**src/rtl/versatile_fifo_rd_ctrl.sv**
```systemverilog
// Read-side controller for the async dual-clock FIFO: owns the read pointer and serves words through a
// 2-entry first-word-fall-through output buffer. Define FIFO_RD_WORDCNT_EN to add the rd_count port.
module versatile_fifo_rd_ctrl #(
   parameter int unsigned ADDR_WIDTH = 4,
   parameter int unsigned DATA_WIDTH = 8
) (
   input  logic                  rclk,
   input  logic                  rst,
   input  logic                  fifo_empty,
   output logic [ADDR_WIDTH-1:0] rptr,
   output logic [ADDR_WIDTH-1:0] ram_adr,
   output logic                  ram_rd_en,
   input  logic [DATA_WIDTH-1:0] ram_dat,
   output logic [DATA_WIDTH-1:0] dout,
   output logic                  dout_valid,
   input  logic                  dout_ready
`ifdef FIFO_RD_WORDCNT_EN
   ,
   output logic [15:0]           rd_count
`endif
);

   typedef enum logic [1:0] {
      StEmpty = 2'd0,
      StOne   = 2'd1,
      StTwo   = 2'd2
   } occ_e;

   occ_e                  state_q, state_d;
   logic [ADDR_WIDTH-1:0] rbin_q, rbin_d;
   logic [ADDR_WIDTH-1:0] rptr_q, rptr_d;
   logic [DATA_WIDTH-1:0] dout_q, dout_d;
   logic [DATA_WIDTH-1:0] skid_q, skid_d;
   logic                  inflight_q, inflight_d;

   logic                  pop;
   logic                  capture;
   logic                  issue;
   logic [2:0]            pending;
   logic [ADDR_WIDTH-1:0] rbin_inc;

   assign pop     = (state_q != StEmpty) & dout_ready;
   assign capture = inflight_q;

   // Words held or arriving after this edge; pop implies occ >= 1 so this never underflows.
   assign pending = {1'b0, state_q} + {2'b00, inflight_q} - {2'b00, pop};
   assign issue   = ~rst & ~fifo_empty & (pending <= 3'd1);

   assign rbin_inc = rbin_q + ADDR_WIDTH'(1);

   always_comb begin
      rbin_d     = rbin_q;
      rptr_d     = rptr_q;
      inflight_d = issue;
      if (issue) begin
         rbin_d = rbin_inc;
         rptr_d = rbin_inc ^ (rbin_inc >> 1);
      end
   end

   always_comb begin
      state_d = state_q;
      dout_d  = dout_q;
      skid_d  = skid_q;
      unique case (state_q)
         StEmpty: begin
            if (capture) begin
               dout_d  = ram_dat;
               state_d = StOne;
            end
         end
         StOne: begin
            if (capture && pop) begin
               dout_d = ram_dat;
            end else if (capture) begin
               skid_d  = ram_dat;
               state_d = StTwo;
            end else if (pop) begin
               state_d = StEmpty;
            end
         end
         StTwo: begin
            if (pop) begin
               dout_d  = skid_q;
               state_d = StOne;
            end
         end
         default: state_d = StEmpty;
      endcase
   end

   always_ff @(posedge rclk) begin
      if (rst) begin
         state_q    <= StEmpty;
         rbin_q     <= '0;
         rptr_q     <= '0;
         dout_q     <= '0;
         skid_q     <= '0;
         inflight_q <= 1'b0;
      end else begin
         state_q    <= state_d;
         rbin_q     <= rbin_d;
         rptr_q     <= rptr_d;
         dout_q     <= dout_d;
         skid_q     <= skid_d;
         inflight_q <= inflight_d;
      end
   end

   assign rptr       = rptr_q;
   assign ram_adr    = rbin_q;
   assign ram_rd_en  = issue;
   assign dout       = dout_q;
   assign dout_valid = (state_q != StEmpty);

`ifdef FIFO_RD_WORDCNT_EN
   logic [15:0] rd_count_q, rd_count_d;

   always_comb begin
      rd_count_d = rd_count_q;
      if (pop) begin
         rd_count_d = rd_count_q + 16'd1;
      end
   end

   always_ff @(posedge rclk) begin
      if (rst) begin
         rd_count_q <= '0;
      end else begin
         rd_count_q <= rd_count_d;
      end
   end

   assign rd_count = rd_count_q;
`endif

   // Issue throttling guarantees a full buffer never sees returning RAM data.
   capture_when_full: assert property (@(posedge rclk) disable iff (rst)
      !((state_q == StTwo) && capture));

endmodule

```
**config.mk**
```make
export PLATFORM = sky130hd
export DESIGN_NAME = versatile_fifo_rd_ctrl
export DESIGN_NICKNAME = d
export VERILOG_FILES = /design/src/rtl/versatile_fifo_rd_ctrl.sv
export SDC_FILE = /design/constraint.sdc
export NUM_CORES = 1
export LEC_CHECK = 0
export CORE_MARGIN = 10
export CORE_UTILIZATION = 53
export CTS_BUF_LIST = sky130_fd_sc_hd__clkbuf_4 sky130_fd_sc_hd__clkbuf_8
export DETAILED_ROUTE_END_ITERATION = 8
export DONT_BUFFER_PORTS = 1
export PLACE_DENSITY_LB_ADDON = 0.25
export RECOVER_POWER = 25
export SYNTH_ARGS = -nofsm -noshare
export SYNTH_HDL_FRONTEND = slang
export SYNTH_SLANG_ARGS = --single-unit
```
**constraint.sdc**
```tcl
create_clock -name rclk -period 5.3 [get_ports rclk]
set_input_delay 0.53 -clock rclk [delete_from_list [all_inputs] [get_ports rclk]]
set_output_delay 0.53 -clock rclk [all_outputs]
set_load 0.01 [all_outputs]
```
==> impl_metrics.env <==
export IMPL_finalCritPeriodShare_pct=65.47
export IMPL_syn_cell_area_um2=1290
export IMPL_grt_busiest_layer="met2"
export IMPL_tns_ns=0
export IMPL_dieWidth_um=69.34
export IMPL_cts_htree_levels=1
export IMPL_worst_slew_pin_slew_ns=0.6203
export IMPL_floorplan_rows=17
export IMPL_finalHoldWorstSlack_ns=0.2653
export IMPL_power_density_nw_per_um2=304.9
export IMPL_cp_arrival_ns=2.94
export IMPL_place_hpwl_um=1865
export IMPL_grt_met3_usage_pct=6.419
export IMPL_fmax_mhz=288.2
export IMPL_worstPathMaxFanout=11
export IMPL_syn_inst=131
export IMPL_finalClockSkew_ns=0.004232
export IMPL_slew_violations=0
export IMPL_slew_headroom_pct=58.56
export IMPL_finalCriticalPeriod_ns=3.470
export IMPL_worst_path_buf_inv=2
export IMPL_use_met2_pct=15.63
export IMPL_drt_first_pass_iters=4
export IMPL_vias=913
export IMPL_maxCapViolCount=0
export IMPL_antenna_found_initial=0
export IMPL_synth_cell_types=34
export IMPL_worstSetupPathType="flip-flop to primary output"
export IMPL_grtUsageTotal_pct=10.33
export IMPL_seq_area_um2=520.5
export IMPL_seq_area_frac_synth_pct=40.35
export IMPL_grtUsageMet1_pct=11.61
export IMPL_multi_input_area_um2=701.9
export IMPL_routedWlPerCell_um=16.45
export IMPL_cts_resized_gates=0
export IMPL_drtIter0Drc=48
export IMPL_grt_max_degree=28
export IMPL_clkLatencyLatePin_ns=0.31
export IMPL_die_h_um=69.34
export IMPL_cp_required_ns=4.77
export IMPL_min_path_type="primary input to flip-flop"
export IMPL_root_buffer="clkbuf_4"
export IMPL_ant_nets=0
export IMPL_cts_tree="yes"
export IMPL_die_area_um2=4807
export IMPL_path_clk_slew_ns=0.14
export IMPL_irDropWorstVdd_v=0.0002093
export IMPL_nFillCells=204
export IMPL_place_ws_ns=2.192
export IMPL_via_per_inst=5.967
export IMPL_hold_viol=0
export IMPL_drt_wl_total_um=2517
export IMPL_grt_pass1_vias=883
export IMPL_cpMaxStageDelayCell="dfxtp_1"
export IMPL_antenna_cells=0
export IMPL_grt_ovfl_total=0
export IMPL_cts_sinks=26
export IMPL_initial_utilization_pct=57.21
export IMPL_grt_pass1_wl_um=4278
export IMPL_instances_no_fill=153
export IMPL_rsz0062_at_grt="no"
export IMPL_final_setup_worst_slack_ns=1.830
export IMPL_path_delay_family="simple AND/OR/NAND/NOR gates"
export IMPL_core_area_um2=2255
export IMPL_outcome="complete, no violations"
export IMPL_num_nets_final=143
export IMPL_ios=30
export IMPL_hold_path_cell_count=1
export IMPL_drc=0
export IMPL_setup_worst_path_end_class="primary output"
export IMPL_max_stage_delay_ns=0.58
export IMPL_worst_setup_path_start_kind="flip-flop"
export IMPL_synth_nets=148
export IMPL_cts_setup_buffers=0
export IMPL_cts_hold_buffers=0
export IMPL_setup_viol=0
export IMPL_areaGrowthSynthToFinish_pct=2.716
export IMPL_synth_warnings=0
export IMPL_path_depth=9
export IMPL_numCtsBuffers=3
export IMPL_port_buffers=0
export IMPL_clockBufferDepth=2
export IMPL_path_cells="or2_2 > nand2_1 > ha_1 > ha_1 > inv_1 > fa_1 > nor3b_1 > nand2_1 > inv_1"
export IMPL_gp_congestion=0.8077
export IMPL_avgSynthCellArea_um2=9.847
export IMPL_reg2regPathDepth=9
export IMPL_p_leak_nw=0.6090
export IMPL_dp_cells=149
export IMPL_drive_above_1_share_pct=6.400
export IMPL_ys_seq_elements=26
==> final cells by class <==
type | count | area share (%)
multi-input cells | 91 | 52.97
inverters | 4 | 1.133
flip-flops and latches | 26 | 39.28
clock inverters | 1 | 2.266
clock buffers | 3 | 1.700
well taps | 28 | 2.644
==> layout by cell type (no fill, tap or decap), types with 3 or more instances in the layout <==
| master | n |
|---|---|
| dfxtp_1 | 26 |
| mux2i_1 | 19 |
| a211oi_1 | 17 |
| nor2_1 | 10 |
| xnor2_1 | 5 |
| inv_1 | 4 |
| nand2b_1 | 4 |
| nand3_1 | 4 |
| a21oi_1 | 4 |
| ha_1 | 4 |
| o21ai_0 | 3 |
| clkbuf_4 | 3 |
==> synth_stat cells, drive strengths merged <==
cell type / instances / area share, %
a211oi: 17 / 9.9
a21boi: 1 / 0.58
a21o: 1 / 0.58
a21oi: 4 / 1.6
a22oi: 1 / 0.58
and3b: 1 / 0.68
buf: 6 / 2.9
clkbuf: 4 / 1.2
dfxtp: 26 / 40
fa: 1 / 1.6
ha: 4 / 3.9
inv: 4 / 1.2
mux2: 1 / 0.87
mux2i: 19 / 15
nand2: 2 / 0.58
nand2b: 4 / 1.9
nand3: 4 / 1.6
nand3b: 1 / 0.58
nor2: 10 / 2.9
nor2b: 2 / 0.97
nor3b: 1 / 0.58
o21ai: 3 / 1.2
o22a: 1 / 0.68
o31ai: 1 / 0.58
or2: 1 / 0.49
or3: 1 / 0.49
or3b: 1 / 0.87
or4: 1 / 0.58
or4b: 1 / 0.78
xnor2: 5 / 3.4
xor2: 2 / 1.4
==> state kept, by name (all words and copies together) (netlist names) <==
register / cells
skid_q: 8
dout: 8
capture: 1
rptr: 3
ram_adr: 4
state_q: 2
==> power by group <==
part / leakage (nW) / total [mW] / internal (mW) / switching (mW)
clock network: 0.0279 / 0.134 / 0.0764 / 0.0578
registers: 0.212 / 0.222 / 0.207 / 0.0148
logic: 0.369 / 0.0481 / 0.0237 / 0.0244
==> per-stage QoR <==
step                      instance area (um2)  power (mW)  utilization [%]
after global placement                   1272      0.2731            56.44
after global routing                     1325      0.4233            58.77
after floorplan                          1290      0.2675                -
after CTS                                1325      0.4102            58.77
after detailed placement                 1272      0.2746            56.44
final                                    1325      0.4040            58.77
==> layer usage <==
| metal | up-vias | routed length, um |
|---|---|---|
| met5 | - | 0 |
| met4 | 0 | 36 |
| met3 | 4 | 288 |
| met2 | 32 | 1192 |
| met1 | 425 | 1000 |
| li1 | 452 | - |
==> worst paths after layout <==
path	from	to	slack (ns)
hold reg to reg	skid_q[7]$_SDFFE_PP0P_	skid_q[7]$_SDFFE_PP0P_	0.51
setup / recovery	state_q[1]$_SDFFE_PP0P_	ram_rd_en	1.83
setup reg to reg	state_q[1]$_SDFFE_PP0P_	ram_adr[3]$_SDFFE_PP0P_	2.35
hold / removal	rst	ram_adr[0]$_SDFFE_PP0P_	0.27
==> cells by family after synthesis <==
logic type / after synthesis / share of synthesized area, %
mux: 20 / 15.62
buf+inv: 14 / 5.236
compound gates: 29 / 15.62
simple gates: 30 / 13.00
flops: 26 / 40.35
xor+xnor: 7 / 4.753
fa+ha+maj: 5 / 5.432
No activity file was read; power rests on OpenSTA's default activity.
